### src/rtl/vend_pkg.sv
// Shared definitions for the change dispenser: change codes, upstream coin
// codes, dispenser FSM states and the queued request format.
package vend_pkg;

  // Change codes carried on the 2-bit change strobe (units of one 5-rs coin)
  localparam logic [1:0] CHG_NONE = 2'b00;
  localparam logic [1:0] CHG_5    = 2'b01;
  localparam logic [1:0] CHG_10   = 2'b10;
  localparam logic [1:0] CHG_15   = 2'b11;

  // Coin input codes used by the upstream vending FSM
  localparam logic [1:0] COIN_IN_NONE = 2'b00;
  localparam logic [1:0] COIN_IN_5    = 2'b01;
  localparam logic [1:0] COIN_IN_10   = 2'b10;

  // Dispenser FSM states
  typedef enum logic [1:0] {
    ST_IDLE     = 2'b00,
    ST_VEND     = 2'b01,
    ST_COIN_REQ = 2'b10,
    ST_COIN_GAP = 2'b11
  } disp_state_e;

  // One queued request: vend flag plus number of 5-rs coins to return
  typedef struct packed {
    logic       vend;
    logic [1:0] change;
  } vend_req_t;

  localparam int REQ_W = $bits(vend_req_t);

  // A cycle carries a request when either strobe is active
  function automatic logic is_request(input logic vend, input logic [1:0] change);
    return vend | (change != CHG_NONE);
  endfunction

endpackage

### src/rtl/vend_req_fifo.sv
// Small synchronous FIFO with show-ahead output. A push into a full FIFO is
// accepted when a pop happens in the same cycle.
module vend_req_fifo #(
  parameter int DEPTH = 4,
  parameter int WIDTH = 3
) (
  input  logic             clk_i,
  input  logic             rst_i,
  input  logic             push_i,
  input  logic [WIDTH-1:0] din_i,
  input  logic             pop_i,
  output logic [WIDTH-1:0] dout_o,
  output logic             full_o,
  output logic             empty_o
);

  localparam int AW = (DEPTH > 1) ? $clog2(DEPTH) : 1;
  localparam logic [AW-1:0] PTR_ONE  = AW'(1);
  localparam logic [AW-1:0] PTR_ZERO = AW'(0);
  localparam logic [AW:0]   CNT_ONE  = (AW + 1)'(1);
  localparam logic [AW:0]   CNT_ZERO = (AW + 1)'(0);
  localparam logic [AW:0]   CNT_FULL = (AW + 1)'(DEPTH);

  logic [WIDTH-1:0] mem_q [DEPTH];
  logic [AW-1:0]    wr_ptr_q, wr_ptr_d;
  logic [AW-1:0]    rd_ptr_q, rd_ptr_d;
  logic [AW:0]      count_q, count_d;
  logic             do_push_s, do_pop_s;

  assign full_o    = (count_q == CNT_FULL);
  assign empty_o   = (count_q == CNT_ZERO);
  assign dout_o    = mem_q[rd_ptr_q];
  assign do_pop_s  = pop_i & ~empty_o;
  assign do_push_s = push_i & (~full_o | do_pop_s);

  // Next pointers and occupancy from the accepted push/pop pair
  always_comb begin
    wr_ptr_d = wr_ptr_q;
    rd_ptr_d = rd_ptr_q;
    count_d  = count_q;
    if (do_push_s) begin
      wr_ptr_d = wr_ptr_q + PTR_ONE;
    end else begin
      wr_ptr_d = wr_ptr_q;
    end
    if (do_pop_s) begin
      rd_ptr_d = rd_ptr_q + PTR_ONE;
    end else begin
      rd_ptr_d = rd_ptr_q;
    end
    case ({do_push_s, do_pop_s})
      2'b10:   count_d = count_q + CNT_ONE;
      2'b01:   count_d = count_q - CNT_ONE;
      default: count_d = count_q;
    endcase
  end

  // Pointer and occupancy registers
  always_ff @(posedge clk_i) begin
    if (rst_i) begin
      wr_ptr_q <= PTR_ZERO;
      rd_ptr_q <= PTR_ZERO;
      count_q  <= CNT_ZERO;
    end else begin
      wr_ptr_q <= wr_ptr_d;
      rd_ptr_q <= rd_ptr_d;
      count_q  <= count_d;
    end
  end

  // Storage array; contents are only meaningful where count says so
  always_ff @(posedge clk_i) begin
    if (do_push_s) begin
      mem_q[wr_ptr_q] <= din_i;
    end
  end

endmodule

### src/rtl/vend_change_dispenser.sv
// Change dispenser: queues vend/change strobes from the vending FSM, runs the
// product motor and the 5-rs coin hopper through req/ack handshakes, keeps
// the coin stock and raises sticky fault flags.
module vend_change_dispenser #(
  parameter int FIFO_DEPTH = 4,
  parameter int COIN_W     = 8,
  parameter int INIT_COINS = 20,
  parameter int GAP        = 2,
  parameter int TIMEOUT    = 255
) (
  input  logic              clk,
  input  logic              rst,
  input  logic              out,
  input  logic [1:0]        change,
  input  logic              refill,
  input  logic [COIN_W-1:0] refill_cnt,
  input  logic              clr_flags,
  output logic              motor_req,
  input  logic              motor_done,
  output logic              coin_req,
  input  logic              coin_ack,
  output logic [COIN_W-1:0] coins_left,
  output logic              busy,
  output logic              overflow,
  output logic              short_change,
  output logic              motor_fault
);

  import vend_pkg::*;

  // One timer serves both the motor watchdog and the inter-coin gap
  localparam int TMR_MAX = (TIMEOUT > GAP) ? TIMEOUT : GAP;
  localparam int TMR_W   = $clog2(TMR_MAX + 1);
  localparam logic [TMR_W-1:0]  TMR_ZERO  = TMR_W'(0);
  localparam logic [TMR_W-1:0]  TMR_ONE   = TMR_W'(1);
  localparam logic [TMR_W-1:0]  TMO_LAST  = TMR_W'(TIMEOUT - 1);
  localparam logic [TMR_W-1:0]  GAP_LAST  = TMR_W'(GAP - 1);
  localparam logic [COIN_W-1:0] COIN_ZERO = COIN_W'(0);
  localparam logic [COIN_W-1:0] COIN_ONE  = COIN_W'(1);
  localparam logic [COIN_W-1:0] COIN_INIT = COIN_W'(INIT_COINS);

  vend_req_t           req_in_s, head_s;
  logic                req_valid_s, fifo_full_s, fifo_empty_s, fifo_pop_s;
  logic                ovf_set_s, short_set_s, fault_set_s, coin_dec_s;

  disp_state_e         state_q, state_d;
  logic [1:0]          coin_cnt_q, coin_cnt_d;
  logic [TMR_W-1:0]    timer_q, timer_d;
  logic [COIN_W-1:0]   coins_q, coins_d;
  logic                motor_req_q, motor_req_d;
  logic                coin_req_q, coin_req_d;
  logic                overflow_q, overflow_d;
  logic                short_q, short_d;
  logic                fault_q, fault_d;

  assign req_in_s    = {out, change};
  assign req_valid_s = is_request(out, change);
  // A request is lost only when the queue is full and nothing leaves it
  assign ovf_set_s   = req_valid_s & fifo_full_s & ~fifo_pop_s;

  vend_req_fifo #(
    .DEPTH (FIFO_DEPTH),
    .WIDTH (REQ_W)
  ) u_req_fifo (
    .clk_i   (clk),
    .rst_i   (rst),
    .push_i  (req_valid_s),
    .din_i   (req_in_s),
    .pop_i   (fifo_pop_s),
    .dout_o  (head_s),
    .full_o  (fifo_full_s),
    .empty_o (fifo_empty_s)
  );

  // Dispenser FSM: serve one request at a time, product first, then coins
  always_comb begin
    state_d     = state_q;
    coin_cnt_d  = coin_cnt_q;
    timer_d     = timer_q;
    fifo_pop_s  = 1'b0;
    coin_dec_s  = 1'b0;
    short_set_s = 1'b0;
    fault_set_s = 1'b0;
    case (state_q)
      ST_IDLE: begin
        timer_d = TMR_ZERO;
        if (!fifo_empty_s) begin
          // The vend decision is taken straight from the popped entry so
          // the handshake starts two cycles after the strobe.
          fifo_pop_s = 1'b1;
          coin_cnt_d = head_s.change;
          if (head_s.vend) begin
            state_d = ST_VEND;
          end else if (head_s.change != CHG_NONE) begin
            state_d = ST_COIN_REQ;
          end else begin
            state_d = ST_IDLE;
          end
        end else begin
          state_d = ST_IDLE;
        end
      end
      ST_VEND: begin
        if (motor_done) begin
          timer_d = TMR_ZERO;
          state_d = (coin_cnt_q != 2'd0) ? ST_COIN_REQ : ST_IDLE;
        end else if (timer_q == TMO_LAST) begin
          fault_set_s = 1'b1;
          timer_d     = TMR_ZERO;
          state_d     = (coin_cnt_q != 2'd0) ? ST_COIN_REQ : ST_IDLE;
        end else begin
          timer_d = timer_q + TMR_ONE;
        end
      end
      ST_COIN_REQ: begin
        if (coins_q == COIN_ZERO) begin
          // Stock exhausted: the rest of this change is forfeited
          short_set_s = 1'b1;
          coin_cnt_d  = 2'd0;
          state_d     = ST_IDLE;
        end else if (coin_ack) begin
          coin_dec_s = 1'b1;
          coin_cnt_d = coin_cnt_q - 2'd1;
          timer_d    = TMR_ZERO;
          state_d    = ST_COIN_GAP;
        end else begin
          state_d = ST_COIN_REQ;
        end
      end
      ST_COIN_GAP: begin
        if (timer_q == GAP_LAST) begin
          timer_d = TMR_ZERO;
          state_d = (coin_cnt_q != 2'd0) ? ST_COIN_REQ : ST_IDLE;
        end else begin
          timer_d = timer_q + TMR_ONE;
        end
      end
      default: begin
        state_d    = ST_IDLE;
        coin_cnt_d = 2'd0;
        timer_d    = TMR_ZERO;
      end
    endcase
  end

  // Coin stock, sticky flags and next values of the registered handshakes
  always_comb begin
    coins_d = coins_q;
    if (refill) begin
      coins_d = refill_cnt;
    end else if (coin_dec_s) begin
      coins_d = coins_q - COIN_ONE;
    end else begin
      coins_d = coins_q;
    end
    overflow_d  = (overflow_q & ~clr_flags) | ovf_set_s;
    short_d     = (short_q & ~clr_flags) | short_set_s;
    fault_d     = (fault_q & ~clr_flags) | fault_set_s;
    motor_req_d = (state_d == ST_VEND);
    // No coin is requested while the stock is empty
    coin_req_d  = (state_d == ST_COIN_REQ) & (coins_d != COIN_ZERO);
  end

  // State, counters, stock, flags and handshake outputs
  always_ff @(posedge clk) begin
    if (rst) begin
      state_q     <= ST_IDLE;
      coin_cnt_q  <= 2'd0;
      timer_q     <= TMR_ZERO;
      coins_q     <= COIN_INIT;
      motor_req_q <= 1'b0;
      coin_req_q  <= 1'b0;
      overflow_q  <= 1'b0;
      short_q     <= 1'b0;
      fault_q     <= 1'b0;
    end else begin
      state_q     <= state_d;
      coin_cnt_q  <= coin_cnt_d;
      timer_q     <= timer_d;
      coins_q     <= coins_d;
      motor_req_q <= motor_req_d;
      coin_req_q  <= coin_req_d;
      overflow_q  <= overflow_d;
      short_q     <= short_d;
      fault_q     <= fault_d;
    end
  end

  assign motor_req    = motor_req_q;
  assign coin_req     = coin_req_q;
  assign coins_left   = coins_q;
  assign busy         = (state_q != ST_IDLE) | ~fifo_empty_s;
  assign overflow     = overflow_q;
  assign short_change = short_q;
  assign motor_fault  = fault_q;

endmodule

### config.mk
export PLATFORM = sky130hd
export DESIGN_NAME = vend_change_dispenser
export DESIGN_NICKNAME = d
export VERILOG_FILES = /design/src/rtl/vend_pkg.sv /design/src/rtl/vend_req_fifo.sv /design/src/rtl/vend_change_dispenser.sv
export SDC_FILE = /design/constraint.sdc
export NUM_CORES = 1
export LEC_CHECK = 0
export CELL_PAD_IN_SITES_DETAIL_PLACEMENT = 0
export CELL_PAD_IN_SITES_GLOBAL_PLACEMENT = 2
export CORE_MARGIN = 2
export CORE_UTILIZATION = 34
export DETAILED_ROUTE_END_ITERATION = 7
export PLACE_DENSITY = 0.8
export SYNTH_ARGS = -nofsm -noshare
export SYNTH_HDL_FRONTEND = slang
export SYNTH_HIERARCHICAL = 1
export SYNTH_SLANG_ARGS = --single-unit
### constraint.sdc
create_clock -name clk -period 3 [get_ports clk]
set_input_delay 0.45 -clock clk [delete_from_list [all_inputs] [get_ports clk]]
set_output_delay 0.45 -clock clk [all_outputs]
set_load 0.01 [all_outputs]
==> results.md <==
- **total count of max-transition violations in the final report** 0
- **total wirelength of the detailed-routed design** 4.95 mm
- **clock tree from TritonCTS** done
- **number of nets in the synthesized netlist** 271
- **GRT Total Usage** 14.1%
- **arrival time of the worst setup path** 2880 ps
- **via density per instance** 5.02
- **cell with the largest stage delay on the worst path** clkdlybuf4s50_1
- **flip-flop and latch count after synthesis** 46
- **routability congestion estimate** 0.755
- **Post-synth EDFFs** 12
- **Worst Path Class, Setup** in2reg
- **CP bufs+invs** 3
- **nets** 310
- **fin util** 42.8%
- **kind of cell with the highest combined delay on the critical path** simple AND/OR/NAND/NOR gates
- **number of instances resized during post-cts repair** 0
- **number of antenna diodes** 0
- **category of the worst setup path capture point** register
- **detailed-router iteration count before antenna repair** 4
- **result of the run** finished clean
- **Routed Antenna Nets** 0
- **cell taking the most area after synthesis** dfxtp_1
- **Buffers on Ports** 30
- **transition time of the tightest slew-check pin** 559 ps
- **number of different library cells in the post-synthesis netlist** 49
- **DP Wirelength** 3.71 mm
- **level count of the clock H-tree** 2
- **maximum fanout encountered on the critical timing path** 5
- **initial cell density of the core** 34.9%
- **worst vdd rail ir drop** 0.366 mV
- **leading cell types in the layout, fill and taps excluded** 36 x nor2_1, 34 x dfxtp_1, 30 x clkdlybuf4s50_1
- **synthesized area per cell** 9.65 um^2
- **Tcrit/Tclk final** 87.8%
- **number of placed I/O pins** 31
- **cell count after synthesis** 243
- **crit start category** input pin
- **sum of negative setup slack** 0 ps
- **number of buffers inserted for hold repair after clock tree synthesis** 0
- **total die area** 7580 um^2
- **setup repair after global routing missed its margin** no
- **cell at the root of the clock tree** clkbuf_8
- **proportion of register bits with asynchronous set or reset after synthesis** 0%
- **wire length of the first global-routing pass** 8.41 mm
- **Synthesis Warnings** 6
- **Static Leakage** 1.06 nW
- **pin count of the biggest net entering global routing** 30
- **fraction of the yosys area taken by sequential cells** 44.4%
- **class of the tightest hold or removal check** reg2reg
- **sum of internal, switching and leakage power** 0.00183 W
- **clock transition time at the flip-flop clock pins of the worst setup and hold paths** 100 ps
- **Horiz. Die Dim** 87.1 um
- **top cell type's share of synthesized area** 29.0%
- **power density relative to cell area** 636 nW/um^2
- **post-CTS repair timing setup buffer count** 0
- **flip-flop cell with the highest count after synthesis** dfxtp_1
- **floorplan core area** 6720 um^2
- **drt drc** 0
- **top cells by area in the synthesized netlist** dfxtp_1 29%, edfxtp_1 15%, nor2_1 5.8%
- **Die Ht** 87.1 um
- **maximum clock skew at final layout** 9.94 ps
- **most common cell after layout, fill and taps aside** nor2_1
- **share of post-route cells with drive strength above 1** 11.7%
- **post-layout min period** 2630 ps
- **synthesis-to-layout area growth** 22.5%
- **Max Clk Rate** 380 MHz
- **number of inserted filler cells in the final layout** 658
- **Slowest Stage Delay on Critical Path** 470 ps
- **via count of the first global-routing pass** 1,768
- **required arrival time at the worst endpoint** 3240 ps
- **mapped cell area** 2350 um^2
- **number of buffers inserted during clock tree synthesis** 5
- **endpoints failing hold** 0
- **FP Rows** 30
- **max capacitance violation total** 0
- **initial DRC count** 71
- **Worst-Skew Late Latency** 310 ps
- **routed via count** 1,821
- **number of sinks on the clock net** 46
- **most used cell, CP** inv_1
- **maximum number of buffers from clock root to sink** 2
- **sequence of cells on the critical path** clkdlybuf4s50_1, or3_1, a21boi_2, inv_1, ha_1, inv_1, fa_1, xor2_1, or3_2, a21oi_1
- **number of antenna violations at the first check in global routing** 0
- **GRT overflow** 0
- **number of setup violations in the final report** 0
- **Rel. slew slack** 62.3%
- **average routed wire per standard cell** 13.6 um
stage by stage:
stage | cell area [um^2] | instances | hold slack [ps] | worst slack, ps
finish | 2870 | 363 | 497 | 366
CTS | 2870 | 363 | 500 | 358
global route | 2870 | 363 | 511 | 195
floorplan | 2350 | 243 | 459 | 599
global placement | 2780 | 355 | 481 | 98.4
detailed placement | 2780 | 355 | 482 | 39.1
layout make-up:
| type | instances | area, um^2 | area share [%] |
|---|---|---|---|
| inverters | 18 | 67.6 | 2.35 |
| repair buffers | 37 | 353 | 12.3 |
| clock inverters | 3 | 25.0 | 0.871 |
| flip-flops and latches | 46 | 1040 | 36.2 |
| well taps | 80 | 100 | 3.48 |
| clock buffers | 5 | 68.8 | 2.39 |
| multi-input cells | 174 | 1220 | 42.4 |
Yosys cell counts, types with 2 or more instances:
master	number
nor2_1	36
dfxtp_1	34
inv_1	18
a21oi_1	12
edfxtp_1	12
nand2_1	11
nor3_1	11
ha_1	10
xor2_1	9
nand2b_1	8
nor2b_1	8
and2_2	5
clkbuf_1	5
mux2i_1	5
nand3_1	4
nand4_1	4
o21ai_0	4
or3_1	4
xnor2_1	4
a211oi_1	3
mux4_2	3
a2111oi_0	2
a21o_1	2
a31oi_1	2
nor3b_2	2
o311a_1	2
routing by layer:
layer / GRT usage, % / vias up / part of all wire, %
met1: 19.0 / 859 / 48
met2: 22.8 / 26 / 47
met5: 0 / - / 0
met4: 3.84 / 0 / 0.81
met3: 3.22 / 5 / 4.0
li1: - / 931 / -
report_power, final:
group | internal [W] | switching [W]
combinational | 0.000294 | 0.000313
clock | 0.000169 | 0.000231
sequential | 0.000739 | 0.0000832
total | 0.00120 | 0.000627
path summary, 6_finish.rpt:
check,startpoint,endpoint,slack [ps],depth (start not counted)
worst max-delay path,change[0],u_req_fifo/count_q[2],370,10
worst min-delay path,coin_cnt_q[1],coin_cnt_q[1],500,2
worst max register to register,u_req_fifo/count_q[0],u_req_fifo/count_q[2],440,11
worst min register to register,coin_cnt_q[1],coin_cnt_q[1],500,2
tightest hold or removal path: cells and delay by family, from the launching register on:
family / cells / cell delay, ps
and+or+nand+nor: 2 / 140
DFF: 1 / 320
cell families after synthesis:
kind of cell             synth area share [%]
AO/OA/AOI/OAI                            11.5
flip-flops                               44.4
AND/OR/NAND/NOR                          23.7
multiplexers                             5.65
adder cells (fa/ha/maj)                  6.19
buffers and inverters                    3.68
XOR/XNOR                                 4.85
registers in the layout (all words and copies together) (netlist names), named ones only:
register and cells:
motor_req 1, coin_cnt_q 2, u_req_fifo/wr_ptr_q 2, motor_fault 1
state_q 2, u_req_fifo/rd_ptr_q 2, coins_left 8, u_req_fifo/mem_q 12
short_change 1, coin_req 1, overflow 1, u_req_fifo/count_q 3
timer_q 8
(Power assumes the default switching activity.)
